[src/rtl/boot_sequencer.sv]
// Multi-core boot sequencer: holds cores in reset, pulses per-channel starts,
// then watches for completion or a run-time watchdog expiry.
module boot_sequencer #(
    parameter int NCH          = 4,
    parameter int RST_HOLD     = 2,
    parameter int START_W      = 1,
    parameter int TIMEOUT      = 50000,
    parameter int CNT_W        = 20,
    parameter int AUTO_RESTART = 0
) (
    input  logic             clk,
    input  logic             rst,
    input  logic             ext_start,
    input  logic             abort,
    input  logic [NCH-1:0]   ch_enable,
    input  logic [NCH-1:0]   halt_in,
    output logic             cpu_rst,
    output logic [NCH-1:0]   cpu_start,
    output logic             busy,
    output logic             done,
    output logic             timeout,
    output logic [CNT_W-1:0] run_cycles
);

    localparam logic [2:0] S_RESET = 3'd0;
    localparam logic [2:0] S_IDLE  = 3'd1;
    localparam logic [2:0] S_START = 3'd2;
    localparam logic [2:0] S_RUN   = 3'd3;
    localparam logic [2:0] S_DONE  = 3'd4;

    localparam int HW = (RST_HOLD > 1) ? $clog2(RST_HOLD) : 1;
    localparam int SW = (START_W > 1) ? $clog2(START_W) : 1;

    localparam logic [HW-1:0]    HOLD_LAST  = HW'(RST_HOLD - 1);
    localparam logic [SW-1:0]    START_LAST = SW'(START_W - 1);
    localparam logic [CNT_W-1:0] RUN_LAST   = CNT_W'(TIMEOUT - 1);
    localparam logic [CNT_W-1:0] RUN_MAX    = {CNT_W{1'b1}};
    localparam logic             AUTO       = (AUTO_RESTART != 0) ? 1'b1 : 1'b0;

    logic [2:0]     state_r;
    logic [HW-1:0]  hold_cnt_r;
    logic [SW-1:0]  start_cnt_r;
    logic [NCH-1:0] mask_r;
    logic           all_halted_s;
    logic           at_limit_s;

    // Completion and watchdog conditions evaluated against the latched mask.
    always_comb begin
        all_halted_s = ((halt_in & mask_r) == mask_r);
        at_limit_s   = (run_cycles == RUN_LAST);
    end

    // Sequencer state machine; every output is driven from a flop here.
    always_ff @(posedge clk) begin
        if (rst) begin
            state_r     <= S_RESET;
            hold_cnt_r  <= {HW{1'b0}};
            start_cnt_r <= {SW{1'b0}};
            mask_r      <= {NCH{1'b0}};
            cpu_rst     <= 1'b1;
            cpu_start   <= {NCH{1'b0}};
            busy        <= 1'b0;
            done        <= 1'b0;
            timeout     <= 1'b0;
            run_cycles  <= {CNT_W{1'b0}};
        end else if (abort) begin
            state_r    <= S_RESET;
            hold_cnt_r <= {HW{1'b0}};
            cpu_rst    <= 1'b1;
            cpu_start  <= {NCH{1'b0}};
            busy       <= 1'b0;
            done       <= 1'b0;
            timeout    <= 1'b0;
        end else begin
            case (state_r)
                S_RESET: begin
                    if (hold_cnt_r == HOLD_LAST) begin
                        state_r <= S_IDLE;
                        cpu_rst <= 1'b0;
                    end else begin
                        hold_cnt_r <= hold_cnt_r + HW'(1);
                    end
                end
                S_IDLE: begin
                    if (ext_start && (ch_enable != {NCH{1'b0}})) begin
                        state_r     <= S_START;
                        mask_r      <= ch_enable;
                        start_cnt_r <= {SW{1'b0}};
                        cpu_start   <= ch_enable;
                        busy        <= 1'b1;
                    end
                end
                S_START: begin
                    if (start_cnt_r == START_LAST) begin
                        state_r    <= S_RUN;
                        cpu_start  <= {NCH{1'b0}};
                        run_cycles <= {CNT_W{1'b0}};
                    end else begin
                        start_cnt_r <= start_cnt_r + SW'(1);
                    end
                end
                S_RUN: begin
                    // Completion wins over the watchdog when both fire together.
                    if (all_halted_s) begin
                        state_r <= S_DONE;
                        done    <= 1'b1;
                        busy    <= 1'b0;
                    end else if (at_limit_s) begin
                        state_r <= S_DONE;
                        timeout <= 1'b1;
                        busy    <= 1'b0;
                    end else if (run_cycles != RUN_MAX) begin
                        run_cycles <= run_cycles + CNT_W'(1);
                    end
                end
                S_DONE: begin
                    if (AUTO || ext_start) begin
                        state_r    <= S_RESET;
                        hold_cnt_r <= {HW{1'b0}};
                        cpu_rst    <= 1'b1;
                        done       <= 1'b0;
                        timeout    <= 1'b0;
                    end
                end
                default: begin
                    state_r    <= S_RESET;
                    hold_cnt_r <= {HW{1'b0}};
                    cpu_rst    <= 1'b1;
                    cpu_start  <= {NCH{1'b0}};
                    busy       <= 1'b0;
                    done       <= 1'b0;
                    timeout    <= 1'b0;
                end
            endcase
        end
    end

endmodule

[config.mk]
export PLATFORM = sky130hd
export DESIGN_NAME = boot_sequencer
export DESIGN_NICKNAME = d
export VERILOG_FILES = /design/src/rtl/boot_sequencer.sv
export SDC_FILE = /design/constraint.sdc
export NUM_CORES = 1
export LEC_CHECK = 0
export ABC_AREA = 1
export ABC_CLOCK_PERIOD_IN_PS = 3930
export CAP_MARGIN = 20
export CELL_PAD_IN_SITES_DETAIL_PLACEMENT = 2
export CELL_PAD_IN_SITES_GLOBAL_PLACEMENT = 2
export CORE_MARGIN = 1.5
export CORE_UTILIZATION = 35
export DETAILED_ROUTE_END_ITERATION = 12
export DONT_BUFFER_PORTS = 1
export PLACE_DENSITY_LB_ADDON = 0.1
export SLEW_MARGIN = 5
export SYNTH_ARGS = -nofsm -noshare
export SYNTH_HDL_FRONTEND = slang
export SYNTH_SLANG_ARGS = --single-unit
export TNS_END_PERCENT = 10
[constraint.sdc]
create_clock -name clk -period 3.93 [get_ports clk]
set_input_delay 0.1965 -clock clk [delete_from_list [all_inputs] [get_ports clk]]
set_output_delay 0.1965 -clock clk [all_outputs]
set_load 0.05 [all_outputs]
==> results of run 1 <==
==> final cells by class <==
| cell class | instances | share of cell area (%) |
|---|---|---|
| Tap cell | 75 | 4.00 |
| Clock inverter | 2 | 0.693 |
| Inverter | 37 | 5.91 |
| Sequential cell | 36 | 30.7 |
| Timing Repair Buffer | 3 | 1.07 |
| Clock buffer | 6 | 3.09 |
| Multi-Input combinational cell | 272 | 54.6 |
==> flip-flops by register name, indices dropped and copies added (netlist names) <==
signal / count
busy: 1
mask_r: 4
cpu_start: 4
timeout: 1
state_r: 3
done: 1
hold_cnt_r: 1
run_cycles: 20
cpu_rst: 1
==> per-layer routing <==
metal	track usage, %	vias to the layer above
li1	-	1135
met1	26.6	1098
met2	45.0	40
met3	5.22	7
met4	4.75	0
met5	0	-
==> worst paths after layout <==
check,slack [ns],end,cells after the start,startpoint
worst max-delay path,1.51,run_cycles[6],10,run_cycles[1]
worst min-delay path,0.04,mask_r[1],2,ch_enable[1]
worst max register to register,1.51,run_cycles[6],10,run_cycles[1]
worst min register to register,0.47,mask_r[0],2,mask_r[0]
==> through the flow <==
step                instance area [sq um]  power [W]  utilization [%]  instances
floorplan                            2180   0.000401                -        353
global placement                     2250   0.000405             37.6        422
detailed placement                   2250   0.000406             37.6        422
CTS                                  2350   0.000682             39.2        431
global route                         2350   0.000700             39.2        431
finish                               2350   0.000671             39.2        431
==> logic make-up (layout without fill, tap and decap cells) <==
group / Yosys count / count (layout) / synth area share, %
AND/OR/NAND/NOR: 223 / 223 / 45.2
buffers and inverters: 45 / 48 / 8.36
AO/OA/AOI/OAI: 41 / 41 / 10.0
flip-flops: 36 / 36 / 33.0
XOR/XNOR: 7 / 7 / 2.81
adder cells (fa/ha/maj): 1 / 1 / 0.573
==> critical path: cells and delay by family, from the launching register on <==
family / cells / cell delay (ns)
AOI/OAI and AO/OA: 1 / 0.08
adders and majority gates: 1 / 0.34
DFF: 1 / 0.72
and+or+nand+nor: 8 / 1.14
==> power groups by stage <==
stage | combinational (W) | sequential [W] | clock, W
floorplan | 0.0000206 | 0.000381 | 0
global placement | 0.0000234 | 0.000381 | 0
detailed placement | 0.0000245 | 0.000381 | 0
CTS | 0.0000282 | 0.000373 | 0.000281
global route | 0.0000316 | 0.000373 | 0.000295
finish | 0.0000273 | 0.000373 | 0.000271
==> cells in the final DEF, fill, tap and decap left out, drive strengths merged, types with 6 or more instances in the layout <==
master and count:
dfxtp 36, nand2 88, nand3 47, nor3 6, o21ai 9, a21oi 26
inv 35, clkbuf 6, nor2 75, xor2 6
==> flow_summary_export.csv, run 1 <==
group,metric,value,unit
worst_setup_path,cp_slowest_cell,"dfxtp_1",
global_routing,grt_start_max_net_pins,26,
logic_synthesis,yosys.cell_types.count,35,
global_routing,grtUsageTotal,23.6,%
floorplan,dieWidth,82.0,microns
job,drv_cap,0,
worst_setup_path,path_class,"flip-flop to flip-flop",
worst_setup_path,arrival,2.57,ns
logic_synthesis,syn_area_per_cell,6.19,sq um
worst_setup_path,cp-start-kind,"flip-flop",
sta,timing.final.ws_setup,1.51,ns
global_routing,antenna_found_initial,0,
power_and_ir_drop,power_density,286,nW/um^2
power_and_ir_drop,peakVddDrop,212,uV
clock_network,cts_max_level,2,
clock_network,clk_pin_slew,0.08,ns
logic_synthesis,yosysMostFrequentCell,"nand2_1",
floorplan,core_area,5990,sq um
cells_and_area,drive_gt1_share,6.46,%
logic_synthesis,synthFlopType,"dfxtp_1",
route,wl_met2,3.91,mm
sta,final-max-slew-violation-count,0,
floorplan,die-area,6720,sq um
worst_setup_path,crit_chain,"ha_1, nand2_2, nor2_4, nand2_4, nor2_2, nand3_2, nand3_4, nand2_4, nand2_1, a21oi_1",
floorplan,row_count,28,
route,wl_met3,288,microns
sta,holdWs,0.0411,ns
route,dr.pass1.iters,4,
floorplan,ios,40,
power_and_ir_drop,pwr-share-seq,55.6,%
clock_network,cts_hold_buf,1,
floorplan,die_h,82.0,microns
worst_setup_path,crit_top_cell,"nand2_4",
logic_synthesis,yosys.area.top_type,"dfxtp_1",
route,viasPerCell,5.29,
sta,skew,0.00854,ns
route,top_layer,"met4",
cells_and_area,fill_cells,787,
route,drt_iter0_drc,90,
worst_setup_path,cpPeakStageDelay,0.72,ns
clock_network,ctsResizeCount,0,
clock_network,cts_num_sinks,36,
cells_and_area,final_nets,368,
clock_network,clk_path_buf_depth,2,
logic_synthesis,syn_inst,353,
logic_synthesis,yosys-top-cells-count,"84 x nand2_1, 72 x nor2_1, 45 x nand3_1",
worst_setup_path,worstPathMaxFanout,25,
clock_network,cts_tree,"done",
power_and_ir_drop,comb_power_share,4.1,%
sta,tns,0,ns
route,vias,2280,
placed_design,io_buffers,0,
clock_network,clock_latency,0.30,ns
power_and_ir_drop,leakagePower,0.873,nW
route,wl_per_cell,16.9,microns
power_and_ir_drop,switchingPower,0.000170,W
logic_synthesis,netlist_area,2180,sq um
clock_network,numCtsBuffers,5,
sta,hold_viol,0,
worst_setup_path,critPathRequiredTime,4.08,ns
cells_and_area,synthToLayoutAreaGrowth,7.50,%
global_routing,overflow,0,
sta,fin_crit,2.42,ns
logic_synthesis,ys_seq_elements,36,
sta,fmax,0.413,GHz
clock_network,root_buffer,"clkbuf_8",
global_routing,grt_pass1_vias,2381,
logic_synthesis,ys_warn_count,0,
power_and_ir_drop,p_clk_share,40.3,%
sta,slew_headroom,46.7,%
power_and_ir_drop,switching_share,25.4,%
sta,fin_crit_sh,61.6,%
sta,setup_viol,0,
sta,tightest_slew,0.797,ns
cells_and_area,diodes,0,
placed_design,hpwl,5.49,mm
global_routing,grt_pass1_wl,11.9,mm
logic_synthesis,ys_seq_area_share,33.0,%
min_path,hold_path.class,"primary input to flip-flop",
logic_synthesis,ys_top_cells_by_area,"dfxtp_1 33%, nand2_1 14%, nor2_1 12%",
status,outcome,"finished clean",
logic_synthesis,synth_edf_count,0,
sta,grt_setup_unrepaired,"false",
logic_synthesis,synth_fp_nets,366,
placed_design,preCtsSetupSlack,1.52,ns
route,ant_nets,0,
logic_synthesis,async_reset_ff_share,0,%
placed_design,place.gp.congestion,0.838,
power_and_ir_drop,intPower,0.000501,W
route,wirelength,7.30,mm
logic_synthesis,synth_top_area_share,33.0,%
clock_network,post-cts-setup-buffers,0,
cells_and_area,ff_latch_area,721,sq um
route,drt-met1-wl,3.03,mm
route,drc,0,
worst_setup_path,endpoint_kind,"flip-flop",
floorplan,initial_core_util,36.5,%
cells_and_area,multi_input_area,1280,sq um
Power figures use the tool's default switching activity.
==> run 2, diff against run 1 <==
Settings changed: ABC_CLOCK_PERIOD_IN_PS 3930 to 2150, CORE_UTILIZATION 35 to 30.
Clock period 3.93 ns to 2.15 ns, I/O delays scaled along.
==> flow_summary_export.csv, run 2 (synthesis gave the netlist of run 1 again) <==
group,metric,value,unit
power_and_ir_drop,intPower,0.000922,W
sta,hold_viol,0,
clock_network,ctsResizeCount,0,
clock_network,cts_hold_buf,6,
global_routing,grt_pass1_vias,2646,
cells_and_area,largest_register_ffs,20,
clock_network,clock_latency,0.30,ns
floorplan,die-area,7800,sq um
worst_setup_path,crit_chain,"inv_1, nor3_2, nand2_1, nand3_1, inv_1, nand3_1, a21oi_1",
power_and_ir_drop,power,0.00125,W
worst_setup_path,cpPeakStageDelay,0.44,ns
worst_setup_path,path_class,"flip-flop to flip-flop",
cells_and_area,final_nets,395,
floorplan,row_count,30,
cells_and_area,final_common_cell,"nand2_1",
min_path,hold_path.class,"primary input to flip-flop",
placed_design,placedCellCount,465,
route,wirelength,7.89,mm
route,viasPerCell,5.03,
clock_network,clk_pin_slew,0.08,ns
clock_network,cts_num_sinks,36,
clock_network,root_buffer,"clkbuf_8",
floorplan,ios,40,
sta,skew,0.0108,ns
worst_setup_path,worstPathMaxFanout,7,
sta,final-max-slew-violation-count,0,
route,wl_per_cell,16.5,microns
power_and_ir_drop,p_clk_share,40.9,%
cells_and_area,drive_gt1_share,11.7,%
cells_and_area,diodes,0,
sta,setup_viol,0,
placed_design,hpwl,6.06,mm
route,ant_nets,0,
sta,tns,0,ns
power_and_ir_drop,switching_share,26.5,%
power_and_ir_drop,comb_power_share,5.0,%
worst_setup_path,endpoint_kind,"flip-flop",
sta,fin_crit,1.85,ns
floorplan,initial_core_util,31.6,%
worst_setup_path,arrival,2.03,ns
route,dr.pass1.iters,4,
power_and_ir_drop,power_density,484,nW/um^2
worst_setup_path,cp-start-kind,"flip-flop",
power_and_ir_drop,switchingPower,0.000332,W
clock_network,post-cts-setup-buffers,0,
cells_and_area,regMostFlops,"run_cycles",
floorplan,die_h,88.3,microns
clock_network,numCtsBuffers,5,
route,vias,2409,
placed_design,place.gp.congestion,0.826,
sta,fmax,0.542,GHz
sta,tightest_slew,0.709,ns
worst_setup_path,critPathRequiredTime,2.33,ns
status,outcome,"finished clean",
power_and_ir_drop,peakVddDrop,276,uV
cells_and_area,synthToLayoutAreaGrowth,18.6,%
global_routing,grt_start_max_net_pins,26,
sta,slew_headroom,52.6,%
global_routing,antenna_found_initial,0,
global_routing,grt_pass1_wl,13.0,mm
floorplan,dieWidth,88.3,microns
cells_and_area,reg_top3,"run_cycles (20), cpu_start (4), mask_r (4)",
job,drv_cap,0,
global_routing,grtUsageTotal,21.8,%
cells_and_area,layout_common_cells,"84 x nand2_1, 72 x nor2_1, 45 x nand3_1",
sta,fin_crit_sh,85.8,%
clock_network,cts_tree,"done",
worst_setup_path,cp_slowest_cell,"nor3_2",
clock_network,clk_path_buf_depth,2,
power_and_ir_drop,leakagePower,1.01,nW
clock_network,cts_max_level,2,
cells_and_area,final_cells,479,
route,drc,0,
sta,grt_setup_unrepaired,"false",
cells_and_area,fill_cells,898,
placed_design,io_buffers,0,
route,drt_iter0_drc,41,
floorplan,core_area,6910,sq um
global_routing,overflow,0,
power_and_ir_drop,pwr-share-seq,54.2,%
run 2: cell count changes in the layout (fill, tap and decap cells not counted):
| cell | before | now |
|---|---|---|
| dlygate4sd3_1 | 1 | 6 |
| buf_4 | 2 | 24 |
run 2: critical path, delay by kind of cell, from the launching register on:
| family | cells | cell delay (ns) |
|---|---|---|
| buffers and inverters | 2 | 0.23 |
| and+or+nand+nor | 4 | 1.04 |
| AOI/OAI and AO/OA | 1 | 0.06 |
| DFF | 1 | 0.40 |
run 2: layout make-up:
cell class | instances | area, sq um | area share (%)
timing repair buffer | 30 | 240 | 9.28
inverter | 37 | 139 | 5.36
multi-input combinational | 272 | 1280 | 49.5
sequential | 36 | 721 | 27.8
clock buffer | 6 | 72.6 | 2.80
clock inverter | 2 | 16.3 | 0.628
tap | 96 | 120 | 4.64
run 2: worst paths after layout:
path | start | endpoint | slack [ns] | cells past startpoint
worst max register to register | state_r[0] | cpu_start[1] | 0.30 | 7
worst min register to register | mask_r[0] | mask_r[0] | 0.47 | 2
worst min-delay path | ext_start | state_r[2] | 0.09 | 3
worst max-delay path | state_r[0] | cpu_start[1] | 0.30 | 7
run 2: power groups by stage:
stage               clock network (W)  logic [W]  registers, W
floorplan                           0  0.0000377      0.000696
global placement                    0  0.0000455      0.000695
detailed placement                  0  0.0000475      0.000695
CTS                          0.000535  0.0000639      0.000679
global route                 0.000555  0.0000724      0.000680
finish                       0.000512  0.0000624      0.000679
run 2: metal layers:
layer / track usage, % / share of wire (%)
met1: 23.6 / 40
met3: 3.73 / 3.4
met2: 43.9 / 56
met4: 4.55 / 0.35
met5: 0 / 0
run 2: metrics by stage:
step | hold WS, ns | instance area [sq um] | utilization, % | setup WS (ns)
3_5_place_dp | 0.183 | 2440 | 35.3 | 0.296
4_1_cts | 0.0892 | 2590 | 37.5 | 0.287
3_3_place_gp | 0.183 | 2440 | 35.3 | 0.351
2_1_floorplan | 0.242 | 2180 | - | 0.0382
5_1_grt | 0.125 | 2590 | 37.5 | 0.0729
6_report | 0.0875 | 2590 | 37.5 | 0.305
